===== src/rtl/eco32f_serial_mul.sv =====
// Iterative shift-and-add multiplier with valid/ready request and response
// handshakes, signed/unsigned operands, low/high word select and flush.
module eco32f_serial_mul #(
  parameter int unsigned WIDTH          = 32,
  parameter int unsigned BITS_PER_CYCLE = 1
) (
  input  logic             clk,
  input  logic             rst,
  input  logic             req_valid,
  output logic             req_ready,
  input  logic [WIDTH-1:0] req_x,
  input  logic [WIDTH-1:0] req_y,
  input  logic             req_signed,
  input  logic             req_high,
  input  logic             flush,
  output logic             rsp_valid,
  input  logic             rsp_ready,
  output logic [WIDTH-1:0] rsp_result,
  output logic             busy
);

  localparam int unsigned PW    = 2 * WIDTH;
  localparam int unsigned STEPS = WIDTH / BITS_PER_CYCLE;
  localparam int unsigned CW    = $clog2(STEPS + 1);

  typedef enum logic [1:0] {IDLE, RUN, DONE} state_t;

  state_t            state;
  logic [PW-1:0]     acc;
  logic [PW-1:0]     mcand;
  logic [WIDTH-1:0]  mplier;
  logic [CW-1:0]     cnt;
  logic              neg;
  logic              high;

  logic [PW-1:0]     addend;
  logic [PW-1:0]     acc_next;
  logic [PW-1:0]     product;
  logic [WIDTH-1:0]  mag_x;
  logic [WIDTH-1:0]  mag_y;
  logic              accept;

  // Partial product for the low BITS_PER_CYCLE multiplier bits this step.
  always_comb begin
    addend = '0;
    for (int unsigned i = 0; i < BITS_PER_CYCLE; i++) begin
      if (mplier[i]) addend = addend + (mcand << i);
    end
    acc_next = acc + addend;
    product  = neg ? PW'(~acc_next + 1'b1) : acc_next;
  end

  // Two's complement magnitude; the most-negative value maps to itself as unsigned.
  always_comb begin
    mag_x  = (req_signed && req_x[WIDTH-1]) ? WIDTH'(~req_x + 1'b1) : req_x;
    mag_y  = (req_signed && req_y[WIDTH-1]) ? WIDTH'(~req_y + 1'b1) : req_y;
    accept = req_valid && req_ready && !flush && (state == IDLE);
  end

  always_ff @(posedge clk or negedge rst) begin
    if (!rst) begin
      state      <= IDLE;
      req_ready  <= 1'b1;
      rsp_valid  <= 1'b0;
      rsp_result <= '0;
      busy       <= 1'b0;
      acc        <= '0;
      mcand      <= '0;
      mplier     <= '0;
      cnt        <= '0;
      neg        <= 1'b0;
      high       <= 1'b0;
    end else if (flush) begin
      state     <= IDLE;
      req_ready <= 1'b1;
      rsp_valid <= 1'b0;
      busy      <= 1'b0;
    end else begin
      case (state)
        IDLE: begin
          if (accept) begin
            state     <= RUN;
            req_ready <= 1'b0;
            busy      <= 1'b1;
            acc       <= '0;
            mcand     <= PW'(mag_x);
            mplier    <= mag_y;
            cnt       <= CW'(STEPS);
            neg       <= req_signed && (req_x[WIDTH-1] ^ req_y[WIDTH-1]);
            high      <= req_high;
          end
        end
        RUN: begin
          acc    <= acc_next;
          mcand  <= mcand << BITS_PER_CYCLE;
          mplier <= mplier >> BITS_PER_CYCLE;
          cnt    <= CW'(cnt - 1'b1);
          if (cnt == CW'(1)) begin
            state      <= DONE;
            rsp_valid  <= 1'b1;
            rsp_result <= high ? product[PW-1:WIDTH] : product[WIDTH-1:0];
          end
        end
        DONE: begin
          if (rsp_ready) begin
            state     <= IDLE;
            rsp_valid <= 1'b0;
            req_ready <= 1'b1;
            busy      <= 1'b0;
          end
        end
        default: begin
          state     <= IDLE;
          req_ready <= 1'b1;
          rsp_valid <= 1'b0;
          busy      <= 1'b0;
        end
      endcase
    end
  end

endmodule


===== config.mk =====
export PLATFORM = sky130hd
export DESIGN_NAME = eco32f_serial_mul
export DESIGN_NICKNAME = d
export VERILOG_FILES = /design/src/rtl/eco32f_serial_mul.sv
export SDC_FILE = /design/constraint.sdc
export NUM_CORES = 1
export LEC_CHECK = 0
export BUFFER_PORTS_ARGS = -buffer_cell sky130_fd_sc_hd__buf_2
export CORE_MARGIN = 2
export CORE_UTILIZATION = 60
export DETAILED_ROUTE_END_ITERATION = 10
export GPL_TIMING_DRIVEN = 0
export HOLD_SLACK_MARGIN = 0.06
export PLACE_DENSITY = 0.79
export SYNTH_ARGS = -nofsm -noshare
export SYNTH_HDL_FRONTEND = slang
export SYNTH_SLANG_ARGS = --single-unit

===== constraint.sdc =====
create_clock -name clk -period 12.8 [get_ports clk]
set_clock_uncertainty 0.15 [all_clocks]
set_input_delay 1.92 -clock clk [delete_from_list [all_inputs] [get_ports clk]]
set_output_delay 1.92 -clock clk [all_outputs]
set_load 0.02 [all_outputs]

; ---- Word level (Yosys, flattened, before mapping)
; Cells that the tools add are included.
[word_totals]
regBits = 205
in_bits = 71
[classes]
add_sub_neg = 5
eq_ne = 9
bitwise_logic = 5
n_reduce_logical = 15
mux = 29
[ops]
columns = operator, n
row1 = $mux W64, 4
row2 = $pmux W64 S2, 2
row3 = $mux W32, 4
row4 = $add A32 B1 Y32 const B, 2
row5 = $add A64 B1 Y64 const B, 1
row6 = $add A64 B64 Y64, 1
row7 = $not A32 Y32, 2
row8 = $not A64 Y64, 1
row9 = $pmux W32 S2, 1
row10 = $reduce_and A3 Y1, 6
row11 = $pmux W6 S2, 1
row12 = $ne A3 B3 Y1 const B, 3
row13 = $pmux W1 S3, 3
row14 = $mux W1, 8
row15 = $mux W2, 4
row16 = $eq A6 B1 Y1 const B, 1
row17 = $logic_and A1 B1 Y1, 6
row18 = $mux W6, 1
row19 = $ne A2 B2 Y1 const B, 3
row20 = $pmux W2 S3, 1
row21 = $sub A6 B1 Y6 const B, 1
row22 = $eq A2 B1 Y1 const B, 1
row23 = $eq A2 B2 Y1 const B, 1
row24 = $logic_not A2 Y1, 1
row25 = 4 further kinds, 4

; ---- Logic depth before layout (Yosys ltp)
[depth]
depth_word = 6
ltp_mapped = 20
mapped_depth_nobuf = 16

; ---- Worst setup path before layout
; Ideal clock, no wire load.
[synth_timing]
path_kind = register -> register
from = register mplier[0]
to = register rsp_result[25]
period_less_slack_ns = 5.185
path_slack_ns = 7.615
setup_ns = 0.126
path_stages_with_launch = 20
path_buffers = 3
arrival_ns = 4.909
required_time_ns = 12.524
path_cell_list = dfrtp_1 clkbuf_1 clkbuf_1 and2_1 ha_1 inv_1 fa_1 xor2_1 and3_1 o21ai_0 a21oi_1 nand4_1 or2_1 or4_1 clkbuf_1 or4_1 nor4_1 a31oi_1 mux2i_1 a221o_1
[synth_via]
elab_chain_len = 6
[synth_rtl]
columns = element, line_no
row1 = "start, declared", 31  ; logic [WIDTH-1:0] mplier;
row2 = "start signal, assigned", 87  ; mplier <= mag_y;
row3 = "start signal, assigned", 96  ; mplier <= mplier >> BITS_PER_CYCLE;
row4 = $mux W64 *, 47  ; if (mplier[i]) addend = addend + (mcand << i);
row5 = $add A64 B64 Y64 *, 49  ; acc_next = acc + addend;
row6 = $not A64 Y64, 50  ; product = neg ? PW'(~acc_next + 1'b1) : acc_next;
row7 = $add A64 B1 Y64, 50
row8 = $mux W64 *, 50
row9 = $mux W32 *, 101  ; rsp_result <= high ? product[PW-1:WIDTH] : product[WIDTH-1:0];
row10 = "end signal, assigned", 101
row11 = "end, declared", 18  ; output logic [WIDTH-1:0] rsp_result,
; Every way passes the cells marked *; elsewhere a longest branch is shown, timed or not.
; A chain may end at the register's enable or synchronous reset.

; ---- Final worst setup path
; Ends and elaborated chain as after synthesis.

==> metrics.md <==
| Metric | Value |
|---|---|
| Outcome | finished with violations |
| Failing checks | max-capacitance violations |
| Hold slack | about 0.32 ns |
| Routed len/inst | approximately 23 um |
| Worst VDD drop | approximately 0.12 mV |
| FF-to-FF End | rsp_result[25] |
| Crit path launch | mplier[0] |
| Htree depth | 1 |
| Max Cap Violations | 1 |
| Crit Path Max Fanout | 10 |
| Hold path start | rsp_result[3] |
| Layout cells sized above 1 | roughly 8.3% |
| Max Slew Vio Count | 0 |
| Worst-margin pin slew | 1.49 ns |
| Library cells used by synthesis | around 90 |
| Most frequent cells in the layout | 236 x nand2_1, 215 x a21oi_1, 208 x o21ai_0, 204 x dfrtp_1, 197 x nor2_1 |
| Vias/cell | 6.85 |
| Hold path cells | 2 |
| Largest net degree at the start of global routing | roughly 110 |
| Synthesized area | about 0.017 mm^2 |
| Core Area | 0.0270 mm^2 |
| Synth Warn # | 0 |
| CTS tree | yes |
| Worst hold endpoint | rsp_result[3] |
| CP Capture Type | register |
| FF-to-FF Start | mplier[0] |
| Port bufs | around 110 |
| Initial antenna violation count | 0 |
| Die Width | 170 um |
| Layout Nets | about 2.4k |
| Total nets after synthesis | around 2.3k |
| Internal reg-to-reg setup slack | ~4.7 ns |
| Drt initial violations | between 2k and 2.5k |
| Final core utilization | roughly two thirds |
| Fillcell total | about 2.3k |
| # diodes | 0 |
| Reg2Reg Depth | 18 |
| Worst setup path category | reg2reg |
| Seq cells post-synth | 205 |
| EDFF count, synth | 0 |
| Vias in the first global route | 16.6k |
| Hold Crit Class | reg2reg |
| Clock Latency Late Sink | approximately 0.56 ns |
| Fmax | between 0.1 and 0.15 GHz |
| Total Neg Setup Slack | 0 ns |
| RSZ-0062 raised after global routing | false |
| Root Driver | clkbuf_16 |
| DRC Markers | 0 |
| Die height | about 170 um |
| Worst setup SP type | register |
| Final setup violation count | 0 |
| Die area | 0.0290 mm^2 |
| Arr. time, crit path | 8.43 ns |
| Register area | 0.00513 mm^2 |
| Postcts setup bufs | 0 |
| Async SR Flop Fraction | 100% |
| Ports | about 110 |
| GRT Total Usage | around 41% |
| RD Place Congestion | 1.05 |
| CTS Hold Bufs | 0 |
| Maximum buffer depth of the clock tree | 3 |
| Most used DFF post-synth | dfrtp_1 |
| Area occupied by multi-input gates | around 0.011 mm^2 |
| Clock sink count | approximately 210 |
| 1st-pass router iterations | 10 |
| Period minus WS final | 8.14 ns |
| Sequential-to-total area share from yosys stat | between 30% and 40% |
| Cell Pwr Density | between 150 and 200 mW/mm^2 |
| Site Rows | 60 |
| Post-cts sizing count | 0 |
| Commonest non-fill, non-tap cell in the layout | nand2_1 |
| Leakage power total | ~8 nW |
| Initial Utilization | roughly three fifths |
| Clock-pin slew on the worst setup and hold paths | ~0.070 ns |
| Area Growth Syn to Fin | 11.5% |
| Average size of a mapped cell | 7.80 um^2 |
| Post-route ant nets | 0 |
| Final Hold Vio Count | 0 |
| First-pass GRT wire length | between 90000 and 100000 um |
| DR vias | about 18k |
| Worst path required time | between 10 and 15 ns |
| Gate Count Post-Synth | roughly 2.1k |
| Routed WL | between 60000 and 70000 um |
| Period utilization | between 60% and 70% |
| Num CTS Buffers | 25 |
| Post-detail-place hpwl | 46700 um |
| Slew HR | less than 1% |
| Grt ovf | 0 |
[power by group]
group          leakage (nW)  internal, mW  switching (mW)
Sequential             2.74         0.789           0.106
Clock                 0.434         0.467           0.319
Combinational          4.80         0.385           0.810
[worst max-delay path, cell delays in order (launching register included)]
cell and delay (ns):
dfrtp_1 0.36, clkbuf_1 0.76, clkbuf_1 0.56, and2_1 0.25, ha_1 0.21, inv_1 0.07, fa_1 0.41, nor2b_1 0.23
o31a_1 0.30, o21ai_1 0.27, a211oi_1 0.82, a21boi_0 0.28, xnor2_1 0.44, nor4_1 0.67, nand4_1 0.57, nor4_1 1.01
a31oi_1 0.21, mux2i_1 0.17, a221o_1 0.27
[layout make-up]
| cell class | instances | area share (%) |
|---|---|---|
| clock buffer | 31 | 3.72 |
| buffer | 124 | 2.56 |
| sequential | 205 | 27.7 |
| tap | 341 | 2.31 |
| clock inverter | 15 | 1.13 |
| timing repair buffer | 108 | 3.11 |
| multi-input combinational | 1763 | 58.7 |
| inverter | 35 | 0.710 |
[layer usage]
layer  part of all wire [%]  GRT usage, %  vias to the layer above
li1                       -             -                     8158
met1                     40          54.0                     8576
met2                     45          66.8                     1029
met3                    9.7          7.72                      208
met4                    5.4          19.1                        0
met5                      0             0                        -
[sequential cells by signal (all words and copies together) (netlist names)]
name,cells
acc,64
state,2
mplier,32
req_ready,1
busy,1
cnt,6
high,1
mcand,64
rsp_valid,1
neg,1
rsp_result,32
[through the flow]
stage	total power [mW]	instances	cell area, um^2	setup WS [ns]
after CTS	2.83	2622	18500	5.09
final	2.88	2622	18500	4.66
after floorplan	1.64	2127	16600	7.61
after detailed placement	2.04	2576	17600	5.13
after global placement	2.01	2573	17500	5.16
after global routing	2.99	2622	18500	4.55
[how the worst max path moves through the flow]
stage / slack, ns / to
final: 4.66 / rsp_result[25]
after global routing: 4.55 / rsp_result[29]
after CTS: 5.09 / rsp_result[25]
after detailed placement: 5.13 / rsp_result[25]
after global placement: 5.16 / rsp_result[25]
after floorplan: 7.61 / rsp_result[25]
[cells in the mapped netlist, drive strengths merged (40+ instances only)]
library cell | n | area share, %
ha | 68 | 5.1
clkbuf | 110 | 2.5
nor3 | 46 | 1.4
o21ai | 216 | 6.5
xnor2 | 64 | 3.4
nor2 | 197 | 4.5
nand3 | 40 | 1.2
a21oi | 216 | 6.5
nand2 | 236 | 5.3
dfrtp | 204 | 31
xor2 | 46 | 2.4
and2 | 85 | 3.2
a22o | 74 | 3.9
[logic make-up (layout without fill, tap and decap cells)]
logic type | count (synthesis) | count (layout) | share of synthesized area [%]
simple gates | 806 | 806 | 24.0
compound gates | 762 | 762 | 29.4
flops | 205 | 205 | 30.9
buf+inv | 159 | 313 | 3.64
xor+xnor | 110 | 110 | 5.81
fa+ha+maj | 69 | 69 | 5.25
mux | 16 | 16 | 0.973
Power figures use the tool's default switching activity.
